[config.mk]
export PLATFORM = sky130hd
export DESIGN_NAME = regfile_wb_arbiter
export DESIGN_NICKNAME = d
export VERILOG_FILES = /design/src/rtl/regfile_pkg.sv /design/src/rtl/regfile_wb_arbiter_rr_arbiter.sv /design/src/rtl/regfile_wb_arbiter.sv
export SDC_FILE = /design/constraint.sdc
export NUM_CORES = 1
export LEC_CHECK = 0
export BUFFER_PORTS_ARGS = -buffer_cell sky130_fd_sc_hd__buf_2
export CAP_MARGIN = 20
export CORE_AREA = 4 4 83 85
export DETAILED_ROUTE_END_ITERATION = 6
export DIE_AREA = 0 0 87 89
export PLACE_DENSITY = 0.59
export SYNTH_ARGS = -nofsm -noshare
export SYNTH_HDL_FRONTEND = slang
export SYNTH_SLANG_ARGS = --single-unit
[constraint.sdc]
create_clock -name clk -period 1.38 [get_ports clk]
set_clock_uncertainty 0.05 [all_clocks]
set_input_delay 0.138 -clock clk [delete_from_list [all_inputs] [get_ports clk]]
set_output_delay 0.138 -clock clk [all_outputs]
set_load 0.05 [all_outputs]
[src/rtl/regfile_pkg.sv]
// Shared constants and types for the register-file write-back path.
package regfile_pkg;

  localparam int XLEN   = 32;
  localparam int REG_AW = 5;

  localparam logic [REG_AW-1:0] REG_ZERO = '0;

  typedef struct packed {
    logic [REG_AW-1:0] rd;
    logic [XLEN-1:0]   data;
  } wb_req_t;

endpackage

[src/rtl/regfile_wb_arbiter_rr_arbiter.sv]
// Round-robin grant: one-hot grant on the first requester at or after prio,
// and prio moves just past the winner whenever a grant is issued.
module rr_arbiter #(
  parameter int NUM_REQ = 2
) (
  input  logic                       clk,
  input  logic                       rst,
  input  logic [NUM_REQ-1:0]         req,
  input  logic                       en,
  output logic [NUM_REQ-1:0]         grant,
  output logic [$clog2(NUM_REQ)-1:0] grant_idx,
  output logic [$clog2(NUM_REQ)-1:0] prio
);

  localparam int IDX_W = $clog2(NUM_REQ);

  logic found;
  int   scan_idx;

  always_comb begin
    grant     = '0;
    grant_idx = '0;
    found     = 1'b0;
    scan_idx  = 0;
    if (en) begin
      for (int k = 0; k < NUM_REQ; k++) begin
        scan_idx = (int'(prio) + k) % NUM_REQ;
        if (!found && req[scan_idx]) begin
          found           = 1'b1;
          grant[scan_idx] = 1'b1;
          grant_idx       = IDX_W'(scan_idx);
        end
      end
    end
  end

  always_ff @(posedge clk) begin
    if (rst) begin
      prio <= '0;
    end else if (found) begin
      prio <= (grant_idx == IDX_W'(NUM_REQ - 1)) ? '0 : grant_idx + 1'b1;
    end
  end

endmodule

[src/rtl/regfile_wb_arbiter.sv]
// Registered, round-robin shared write port for the 32x32 register file with x0 filtering.
// Optional read-after-write forwarding is enabled by defining REGFILE_WB_BYPASS_EN.
module regfile_wb_arbiter
  import regfile_pkg::*;
#(
  parameter int NUM_REQ = 2,
  parameter int XLEN    = regfile_pkg::XLEN,
  parameter int REG_AW  = regfile_pkg::REG_AW
) (
  input  logic                              clk,
  input  logic                              rst,
  input  logic [NUM_REQ-1:0]                req_valid,
  output logic [NUM_REQ-1:0]                req_ready,
  input  logic [NUM_REQ-1:0][REG_AW-1:0]    req_rd,
  input  logic [NUM_REQ-1:0][XLEN-1:0]      req_data,
  input  logic                              wb_stall,
  output logic                              RUWr,
  output logic [REG_AW-1:0]                 rd,
  output logic [XLEN-1:0]                   DataWr,
  output logic [$clog2(NUM_REQ)-1:0]        grant_idx
`ifdef REGFILE_WB_BYPASS_EN
  ,
  input  logic [REG_AW-1:0]                 rs1,
  input  logic [REG_AW-1:0]                 rs2,
  input  logic [XLEN-1:0]                   rf_rs1_data,
  input  logic [XLEN-1:0]                   rf_rs2_data,
  output logic [XLEN-1:0]                   fwd_rs1_data,
  output logic [XLEN-1:0]                   fwd_rs2_data
`endif
);

  localparam int IDX_W = $clog2(NUM_REQ);

  // Handshake: requester i transfers in a cycle where req_valid[i] && req_ready[i];
  // it holds req_rd/req_data stable and keeps valid high until that cycle.
  logic [NUM_REQ-1:0] grant;
  logic [IDX_W-1:0]   arb_idx;
  logic [IDX_W-1:0]   prio;
  logic               xfer;
  logic [REG_AW-1:0]  sel_rd;
  logic [XLEN-1:0]    sel_data;

  rr_arbiter #(
    .NUM_REQ (NUM_REQ)
  ) u_rr_arbiter (
    .clk       (clk),
    .rst       (rst),
    .req       (req_valid),
    .en        (!wb_stall && !rst),
    .grant     (grant),
    .grant_idx (arb_idx),
    .prio      (prio)
  );

  assign req_ready = grant;
  assign xfer      = |grant;
  assign sel_rd    = req_rd[arb_idx];
  assign sel_data  = req_data[arb_idx];

  // An x0 write still consumes the grant; only the enable is suppressed.
  always_ff @(posedge clk) begin
    if (rst) begin
      RUWr      <= 1'b0;
      rd        <= '0;
      DataWr    <= '0;
      grant_idx <= '0;
    end else if (xfer) begin
      RUWr      <= (sel_rd != REG_AW'(REG_ZERO));
      rd        <= sel_rd;
      DataWr    <= sel_data;
      grant_idx <= arb_idx;
    end else begin
      RUWr      <= 1'b0;
    end
  end

`ifdef REGFILE_WB_BYPASS_EN
  // Covers the cycle where the registered write has not reached the file yet.
  assign fwd_rs1_data = (RUWr && rd == rs1 && rd != REG_AW'(REG_ZERO)) ? DataWr : rf_rs1_data;
  assign fwd_rs2_data = (RUWr && rd == rs2 && rd != REG_AW'(REG_ZERO)) ? DataWr : rf_rs2_data;
`endif

endmodule
==> results.sh, run 1 <==
export IMPL_status="finished, final reports clean"
export IMPL_multi_input_area_um2=802
export IMPL_layout_commonest_cell="buf_2"
export IMPL_irDropWorstVdd_mv=0.479
export IMPL_power_internal_mw=2.09
export IMPL_crit_type="flop to output pin"
export IMPL_critPathMaxStageDelay_ns=0.36
export IMPL_cp_arrival_ns=1.16
export IMPL_port_buffers=119
export IMPL_crit_buf_inv=3
export IMPL_ios=120
export IMPL_cp_max_fo=5
export IMPL_utilization=0.436
export IMPL_htreeDepth=2
export IMPL_cts_tree="built"
export IMPL_path_cells="nand2_2 > nand3_4 > buf_12 > inv_2 > buf_8"
export IMPL_final_cell_mix="117 x buf_2, 39 x dfxtp_1, 33 x inv_1"
export IMPL_setup_violations_final=0
export IMPL_die_area_mm2=0.00774
export IMPL_finalMaxSlewViolations=0
export IMPL_synth_warnings=0
export IMPL_die_w_um=87
export IMPL_viasPerCell=4.76
export IMPL_ys_seq_area_frac=0.434
export IMPL_pwr_share_comb=0.283
export IMPL_grt_setup_unrepaired="true"
export IMPL_synthTopCellsByArea="dfxtp_1 43%, o221a_1 19%, a21oi_1 8.7%"
export IMPL_gr_total_overflow=0
export IMPL_ys_ff_latch=40
export IMPL_root_buffer="clkbuf_8"
export IMPL_diodes=0
export IMPL_total_power_mw=3.12
export IMPL_switching_share=0.330
export IMPL_routed_wirelength_um=5610
export IMPL_dpl_cell_count=385
export IMPL_final_antenna_net_count=0
export IMPL_drc=0
export IMPL_syn_inst=196
export IMPL_async_flop_share=0
export IMPL_endpoint_kind="output pin"
export IMPL_sequentialPowerShare=0.415
export IMPL_clkPwrFrac=0.302
export IMPL_register_area_um2=805
export IMPL_synth_top_cell_area_share=0.434
export IMPL_postLayoutCellArea_mm2=0.00271
export IMPL_cp_required_ns=1.19
export IMPL_max_cap_violations=0
export IMPL_core_area_mm2=0.00620
export IMPL_clkSinkCount=40
export IMPL_grtUsageTotal=0.141
export IMPL_clockBufferDepth=2
export IMPL_fill_cells=633
export IMPL_clk_latency_ns=0.28
export IMPL_slew_headroom=0.819
export IMPL_numCtsBuffers=5
export IMPL_synthesis_area_mm2=0.00185
export IMPL_worst_slack_ns=0.0344
export IMPL_drive_gt1_frac=0.467
export IMPL_hold_path_class="input port to flop"
export IMPL_syn_num_nets=275
export IMPL_antenna_found_initial=0
export IMPL_pre_cts_ws_ns=0.0951
export IMPL_instances_no_fill=394
export IMPL_min_period_ns=1.35
export IMPL_ys_types=32
export IMPL_critPathLaunch="u_rr_arbiter.prio"
export IMPL_grt_pass1_vias=1825
export IMPL_wl_per_cell_um=14.2
export IMPL_holdCritStartpoint="req_data[48]"
export IMPL_hold_ws_ns=0.0542
export IMPL_grt_pass1_wl_um=8530
export IMPL_crit_slowest_cell="dfxtp_4"
export IMPL_start_util=0.297
export IMPL_placed_cell_area_mm2=0.00255
export IMPL_tns_ns=0
export IMPL_synth_main_ff_cell="dfxtp_1"
export IMPL_dr_pass1_iters=4
export IMPL_core_rowCount=29
export IMPL_syn_area_per_cell_um2=9.42
export IMPL_p_leak_nw=1.28
export IMPL_p_switching_mw=1.03
export IMPL_via_count=1875
export IMPL_critPathTopFamily="flip-flops"
export IMPL_max_slew_worst_pin_slew_ns=0.273
export IMPL_synth_edff_count=0
export IMPL_r2r_start="u_rr_arbiter.prio"
export IMPL_period_share=0.975
export IMPL_area_growth_synth_to_final_pct=46.6
export IMPL_cellPowerDensity_mw_per_mm2=1150
export IMPL_die_h_um=89
export IMPL_dp_hpwl_um=4200
export IMPL_hold_viol_final=0
export IMPL_routabilityCongestion=0.746
export IMPL_crit_path_start_kind="flop"
export IMPL_nets=395
export IMPL_fmax_ghz=0.743
export IMPL_grt_max_degree=41
export IMPL_yosys_area_top_type="dfxtp_1"
export IMPL_clkTransAtPathRegs_ns=0.08
export IMPL_drt_first_iter_violations=42
## worst paths after layout
check	depth (start not counted)	slack, ns	to
worst max-delay path	5	0.03	req_ready[0]
worst min-delay path	2	0.05	DataWr[16]
worst max register to register	5	0.08	DataWr[11]
worst min register to register	2	0.45	rd[0]
## sequential cells by signal, summed over array words and instances, names as in the netlist
signal,count
grant_idx,1
u_rr_arbiter.prio,1
rd,5
RUWr,1
DataWr,32
## cells by family after synthesis
group | after synthesis | share of synthesized area
AOI/OAI and AO/OA | 80 | 0.346
buffers and inverters | 53 | 0.143
DFF | 40 | 0.434
and+or+nand+nor | 23 | 0.0773
## power by group through the flow
| stage | logic [mW] | clock network (mW) | registers [mW] |
|---|---|---|---|
| finish | 0.881 | 0.942 | 1.29 |
| floorplan | 0.261 | 0 | 1.65 |
| global placement | 0.868 | 0 | 1.32 |
| global route | 0.948 | 1.03 | 1.31 |
| detailed placement | 0.877 | 0 | 1.32 |
| CTS | 0.886 | 0.984 | 1.30 |
## worst register-to-register path, delay by kind of cell (launching register included)
family	cells	cell delay, ns
flops	1	0.36
buf+inv	2	0.33
compound gates	1	0.27
simple gates	2	0.18
## layer usage
| layer | vias up | part of all wire | routed length (um) | GRT usage |
|---|---|---|---|---|
| met5 | - | 0 | 0 | 0 |
| met4 | 0 | 0.016 | 88 | 0.0453 |
| met3 | 7 | 0.087 | 486 | 0.0452 |
| met2 | 78 | 0.48 | 2690 | 0.245 |
| met1 | 839 | 0.42 | 2350 | 0.166 |
| li1 | 951 | - | - | - |
## cell type report
type / count / area share
Clock buffer: 6 / 0.0268
Clock inverter: 2 / 0.0129
Inverter: 36 / 0.0499
Multi-Input combinational cell: 103 / 0.296
Sequential cell: 40 / 0.297
Tap cell: 77 / 0.0356
Timing Repair Buffer: 130 / 0.281
## cells in the mapped netlist, drive strengths merged (2+ instances only)
master	instances
dfxtp	40
inv	36
a21oi	32
o221a	32
buf	16
nor2	8
nand3	6
a311oi	4
o21ai	4
a31oi	2
nand2b	2
or4	2
## repair_timing
action                     CTS  global route
hold buffers                 0             0
resized for setup            7             4
buffers inserted             1             0
setup endpoints to repair    2             2
No activity file was read; power rests on OpenSTA's default activity.
==> inputs of run 2 (changes only) <==
--- a/config.mk
+++ b/config.mk
@@ -5,12 +5,13 @@
 export SDC_FILE = /design/constraint.sdc
 export NUM_CORES = 1
 export LEC_CHECK = 0
+export ABC_AREA = 1
 export BUFFER_PORTS_ARGS = -buffer_cell sky130_fd_sc_hd__buf_2
 export CAP_MARGIN = 20
 export CORE_AREA = 4 4 83 85
 export DETAILED_ROUTE_END_ITERATION = 6
 export DIE_AREA = 0 0 87 89
-export PLACE_DENSITY = 0.59
+export PLACE_DENSITY = 0.6
 export SYNTH_ARGS = -nofsm -noshare
 export SYNTH_HDL_FRONTEND = slang
 export SYNTH_SLANG_ARGS = --single-unit
==> run 2 against run 1 <==
The flow now finishes with violations (setup timing). Global-route usage down 0.23 points. Clock-buffer cell count unchanged. Fmax down 4.1%. Worst setup slack worse by 0.058 ns. Total power down 5.1%. Synthesized area up 1.9%. Sequential power about the same. Register-to-register slack worse by 0.05 ns. Sequential share of layout area down 1.2 points. Sequential cell count unchanged. Final area up 4.0%. Critical endpoint is now req_ready[1]. Largest cell class is now multi-input gates. Highest routed layer unchanged.
==> results.sh, run 2 <==
export IMPL_min_period_ns=1.40
export IMPL_register_area_um2=802
export IMPL_slew_headroom=0.825
export IMPL_syn_num_nets=312
export IMPL_final_cell_mix="117 x buf_2, 63 x nor2_1, 39 x dfxtp_1"
export IMPL_cts_tree="built"
export IMPL_drive_gt1_frac=0.495
export IMPL_final_antenna_net_count=0
export IMPL_diodes=0
export IMPL_largest_register="DataWr"
export IMPL_hold_path_class="input port to flop"
export IMPL_cellPowerDensity_mw_per_mm2=1050
export IMPL_synthesis_area_mm2=0.00188
export IMPL_finalMaxSlewViolations=0
export IMPL_viasPerCell=4.54
export IMPL_clkSinkCount=40
export IMPL_grtUsageTotal=0.139
export IMPL_grt_pass1_vias=1920
export IMPL_syn_area_per_cell_um2=8.07
export IMPL_fmax_ghz=0.713
export IMPL_port_buffers=119
export IMPL_routed_wirelength_um=5470
export IMPL_numCtsBuffers=5
export IMPL_utilization=0.454
export IMPL_clk_latency_ns=0.28
export IMPL_pre_cts_ws_ns=0.0689
export IMPL_worst_slack_ns=-0.0232
export IMPL_dr_pass1_iters=4
export IMPL_die_h_um=89
export IMPL_area_growth_synth_to_final_pct=49.6
export IMPL_cp_arrival_ns=1.22
export IMPL_routabilityCongestion=0.778
export IMPL_setup_violations_final=1
export IMPL_synth_main_ff_cell="dfxtp_1"
export IMPL_max_cap_violations=0
export IMPL_yosys_top_cells_count="66 x nor2_1, 40 x dfxtp_1, 21 x nand2_1, 21 x nor3_2, 19 x o21ai_1"
export IMPL_dp_hpwl_um=4060
export IMPL_via_count=2010
export IMPL_wl_per_cell_um=12.3
export IMPL_crit_path_start_kind="flop"
export IMPL_max_slew_worst_pin_slew_ns=0.264
export IMPL_hold_viol_final=0
export IMPL_multi_input_area_um2=923
export IMPL_layout_commonest_cell="buf_2"
export IMPL_grt_setup_unrepaired="true"
export IMPL_irDropWorstVdd_mv=0.651
export IMPL_grt_max_degree=25
export IMPL_synthTopCellsByArea="dfxtp_1 43%, nor2_1 13%, nor3_2 11%"
export IMPL_largestRegisters="DataWr x32, rd x5"
export IMPL_p_leak_nw=1.52
export IMPL_die_w_um=87
export IMPL_drc=0
export IMPL_grt_pass1_wl_um=8520
export IMPL_root_buffer="clkbuf_8"
export IMPL_start_util=0.303
export IMPL_cp_required_ns=1.19
export IMPL_endpoint_kind="output pin"
export IMPL_antenna_found_initial=0
export IMPL_syn_inst=233
export IMPL_yosys_area_top_type="dfxtp_1"
export IMPL_gr_total_overflow=0
export IMPL_largest_reg_flops=32
export IMPL_fill_cells=644
export IMPL_crit_type="flop to output pin"
export IMPL_core_area_mm2=0.00620
export IMPL_synth_top_cell_area_share=0.426
export IMPL_clockBufferDepth=2
export IMPL_async_flop_share=0
export IMPL_htreeDepth=2
export IMPL_ios=120
export IMPL_nets=444
export IMPL_ys_types=23
export IMPL_die_area_mm2=0.00774
export IMPL_tns_ns=-0.0232
export IMPL_cp_max_fo=3
export IMPL_drt_first_iter_violations=23
export IMPL_status="finished with violations"
export IMPL_ys_ff_latch=40
export IMPL_clkTransAtPathRegs_ns=0.07
export IMPL_violations="setup timing"
export IMPL_ys_seq_area_frac=0.426
export IMPL_core_rowCount=29
export IMPL_synth_warnings=0
export IMPL_synth_most_common_cell="nor2_1"
export IMPL_synth_edff_count=0
export IMPL_postCtsHoldBufs=0
export IMPL_period_share=1.02
## run 2: cell types whose count changed in the layout (fill, tap and decap cells not counted), moves of 4 or more
cell,before,now
a311oi_1,4,0
a21oi_1,32,2
o21a_1,0,4
o21ai_0,4,15
nor3_1,1,11
nor2_1,7,63
nand3_1,4,0
nor3_2,0,21
buf_4,6,14
inv_1,33,6
o221a_1,31,0
o21ai_1,0,20
nand2_1,0,19
## run 2: worst max-delay path: stages, from the launching register on
cell and delay, ns:
dfxtp_2 0.34, inv_2 0.04, nand2_4 0.06, nand3_4 0.11
buf_12 0.16, clkinvlp_4 0.07, buf_8 0.14
## run 2: timing repair
| item | 4_1_cts | 5_1_grt |
|---|---|---|
| setup endpoints to repair | 2 | 24 |
| pin swaps | 1 | 1 |
| cloned | 1 | 0 |
| gates resized for setup | 8 | 8 |
| setup buffers | 8 | 0 |
## run 2: power breakdown
part           internal, mW  switching, mW
Clock                 0.537          0.404
Combinational         0.258          0.494
Sequential             1.23         0.0349
## run 2: metal layers
| metal | track usage | wire [um] | vias to the layer above |
|---|---|---|---|
| met5 | 0 | 0 | - |
| met4 | 0.0411 | 73 | 0 |
| met3 | 0.0470 | 573 | 10 |
| met2 | 0.238 | 2600 | 78 |
| met1 | 0.165 | 2220 | 897 |
| li1 | - | - | 1025 |
## run 2: final timing paths
path,from,to,slack [ns],cells after the start
worst max-delay path,u_rr_arbiter.prio,req_ready[1],-0.02,6
worst min-delay path,rst,u_rr_arbiter.prio,0.03,2
worst max register to register,u_rr_arbiter.prio,RUWr,0.03,11
worst min register to register,grant_idx,grant_idx,0.41,2
## run 2: cell families after synthesis
logic type / share of synthesized area
and+or+nand+nor: 0.349
DFF: 0.426
AOI/OAI and AO/OA: 0.128
buffers and inverters: 0.0971
## run 2: layout make-up
class | count | share of cell area
Multi-Input combinational cell | 169 | 0.328
Timing Repair Buffer | 139 | 0.299
Sequential cell | 40 | 0.285
Tap cell | 77 | 0.0342
Clock buffer | 6 | 0.0258
Inverter | 10 | 0.0156
Clock inverter | 2 | 0.0124
## run 2: per-stage QoR
step | total power [mW] | cells | cell area (um^2) | hold slack [ns]
finish | 2.96 | 443 | 2810 | 0.0286
detailed placement | 2.01 | 426 | 2570 | 0.333
global placement | 2.01 | 426 | 2570 | 0.327
floorplan | 1.77 | 233 | 1880 | 0.157
global route | 3.10 | 443 | 2810 | 0.0185
CTS | 2.99 | 443 | 2790 | 0.0208
==> inputs of run 3 (changes only) <==
--- a/config.mk
+++ b/config.mk
@@ -8,10 +8,10 @@
 export ABC_AREA = 1
 export BUFFER_PORTS_ARGS = -buffer_cell sky130_fd_sc_hd__buf_2
 export CAP_MARGIN = 20
-export CORE_AREA = 4 4 83 85
+export CORE_AREA = 4 4 79 81
 export DETAILED_ROUTE_END_ITERATION = 6
-export DIE_AREA = 0 0 87 89
-export PLACE_DENSITY = 0.6
+export DIE_AREA = 0 0 83 85
+export PLACE_DENSITY = 0.65
 export SYNTH_ARGS = -nofsm -noshare
 export SYNTH_HDL_FRONTEND = slang
 export SYNTH_SLANG_ARGS = --single-unit
==> constraint.sdc (replaced) <==
create_clock -name clk -period 1.38 [get_ports clk]
set_clock_uncertainty 0.05 [all_clocks]
set_input_delay 0.138 -clock clk [delete_from_list [all_inputs] [get_ports clk]]
set_output_delay 0.138 -clock clk [all_outputs]
set_load 0.005 [all_outputs]
==> run 3 against run 2 <==
The run now ends clean. Critical endpoint is now req_ready[0]. Final area is 4.4% lower. Largest cell class unchanged. Final cell count down 2.5%. Largest power group unchanged. Register-to-register slack better by 0.07 ns. Critical path type unchanged. Clock-buffer cell count unchanged.
==> results.sh, run 3 (synthesis gave the netlist of run 2 again) <==
export IMPL_diodes=0
export IMPL_fmax_ghz=0.772
export IMPL_endpoint_kind="output pin"
export IMPL_irDropWorstVdd_mv=0.372
export IMPL_max_slew_worst_pin_slew_ns=0.257
export IMPL_cp_arrival_ns=1.11
export IMPL_grt_max_degree=22
export IMPL_holdCritStartpoint="rst"
export IMPL_area_growth_synth_to_final_pct=43.0
export IMPL_r2r_start="u_rr_arbiter.prio"
export IMPL_start_util=0.344
export IMPL_routed_wirelength_um=5360
export IMPL_core_area_mm2=0.00547
export IMPL_min_period_ns=1.30
export IMPL_cellPowerDensity_mw_per_mm2=913
export IMPL_critPathLaunch="u_rr_arbiter.prio"
export IMPL_root_buffer="clkbuf_8"
export IMPL_htreeDepth=2
export IMPL_setup_violations_final=0
export IMPL_largestRegisters="DataWr x32, rd x5"
export IMPL_period_share=0.939
export IMPL_layout_commonest_cell="buf_2"
export IMPL_die_h_um=85
export IMPL_top_usage_layer="met2"
export IMPL_core_rowCount=27
export IMPL_wl_per_cell_um=12.4
export IMPL_die_area_mm2=0.00706
export IMPL_numCtsBuffers=5
export IMPL_cts_tree="built"
export IMPL_routabilityCongestion=0.804
export IMPL_dr_pass1_iters=4
export IMPL_fill_cells=592
export IMPL_status="finished, final reports clean"
export IMPL_viasPerCell=4.52
export IMPL_nets=439
export IMPL_largest_reg_flops=32
export IMPL_slew_headroom=0.828
export IMPL_final_cell_mix="119 x buf_2, 64 x nor2_1, 39 x dfxtp_1"
export IMPL_crit_type="flop to output pin"
export IMPL_port_buffers=119
export IMPL_grtUsageMet3=0.0495
export IMPL_grtUsageTotal=0.148
export IMPL_hold_viol_final=0
export IMPL_drc=0
export IMPL_drt_first_iter_violations=39
export IMPL_clkTransAtPathRegs_ns=0.08
export IMPL_drive_gt1_frac=0.497
export IMPL_clk_latency_ns=0.28
export IMPL_die_w_um=83
export IMPL_placed_cell_area_mm2=0.00251
export IMPL_hold_path_class="input port to flop"
export IMPL_max_cap_violations=0
export IMPL_grt_util_met2=0.259
export IMPL_cp_max_fo=6
export IMPL_gr_total_overflow=0
export IMPL_use_met1=0.177
export IMPL_grt_pass1_vias=1900
export IMPL_postLayoutCellArea_mm2=0.00269
export IMPL_ios=120
export IMPL_grt_setup_unrepaired="true"
export IMPL_cp_required_ns=1.19
export IMPL_final_antenna_net_count=0
export IMPL_clkSinkCount=40
export IMPL_grt_pass1_wl_um=8710
export IMPL_tns_ns=0
export IMPL_largest_register="DataWr"
export IMPL_antenna_found_initial=0
export IMPL_finalMaxSlewViolations=0
export IMPL_via_count=1953
export IMPL_dp_hpwl_um=3780
export IMPL_clockBufferDepth=2
export IMPL_crit_path_start_kind="flop"
export IMPL_p_leak_nw=1.46
-- run 3: repair_timing --
action	CTS	global route
hold buffers	0	0
pin swaps	1	3
resized for setup	2	12
gates cloned	1	0
buffers inserted	5	1
setup endpoints to repair	2	39
hold endpoints to repair	0	0
-- run 3: worst paths after layout --
kind,endpoint,slack (ns),depth (start not counted)
worst max register to register,RUWr,0.10,10
worst min-delay path,u_rr_arbiter.prio,0.03,2
worst max-delay path,req_ready[0],0.08,6
worst min register to register,grant_idx,0.42,2
-- run 3: where the power goes --
group | switching (mW) | total, mW | internal, mW
Combinational | 0.237 | 0.469 | 0.232
Clock | 0.378 | 0.722 | 0.344
Sequential | 0.0355 | 1.27 | 1.23
Total | 0.650 | 2.46 | 1.81
-- run 3: routing by layer --
metal / share of wire / routed length (um)
met5: 0 / 0
met4: 0.0047 / 25
met3: 0.078 / 418
met2: 0.48 / 2560
met1: 0.44 / 2350
-- run 3: layout make-up --
| cell class | instances | area [um^2] | area share |
|---|---|---|---|
| clock buffer | 6 | 72.6 | 0.0270 |
| clock inverter | 1 | 5.00 | 0.00186 |
| inverter | 10 | 40.0 | 0.0149 |
| multi-input combinational | 170 | 953 | 0.355 |
| sequential | 40 | 802 | 0.298 |
| tap | 72 | 90.1 | 0.0335 |
| timing repair buffer | 133 | 726 | 0.270 |
-- run 3: through the flow --
step           hold WS (ns)  utilization  total power [mW]  setup slack (ns)  std cells
2_1_floorplan         0.157            -              1.51             0.159        233
3_3_place_gp          0.325        0.458              1.73            0.0415        418
3_5_place_dp          0.330        0.458              1.73            0.0108        418
4_1_cts              0.0218        0.485              2.48            0.0102        431
5_1_grt              0.0266        0.491              2.60          -0.00780        432
6_report             0.0274        0.491              2.46            0.0844        432
-- run 3: critical path, stage by stage, from the launching register on --
cell     delay (ns)
dfxtp_2        0.34
inv_2          0.03
nand2_2        0.07
nand3_4        0.14
nand2_8        0.09
inv_1          0.03
buf_2          0.11
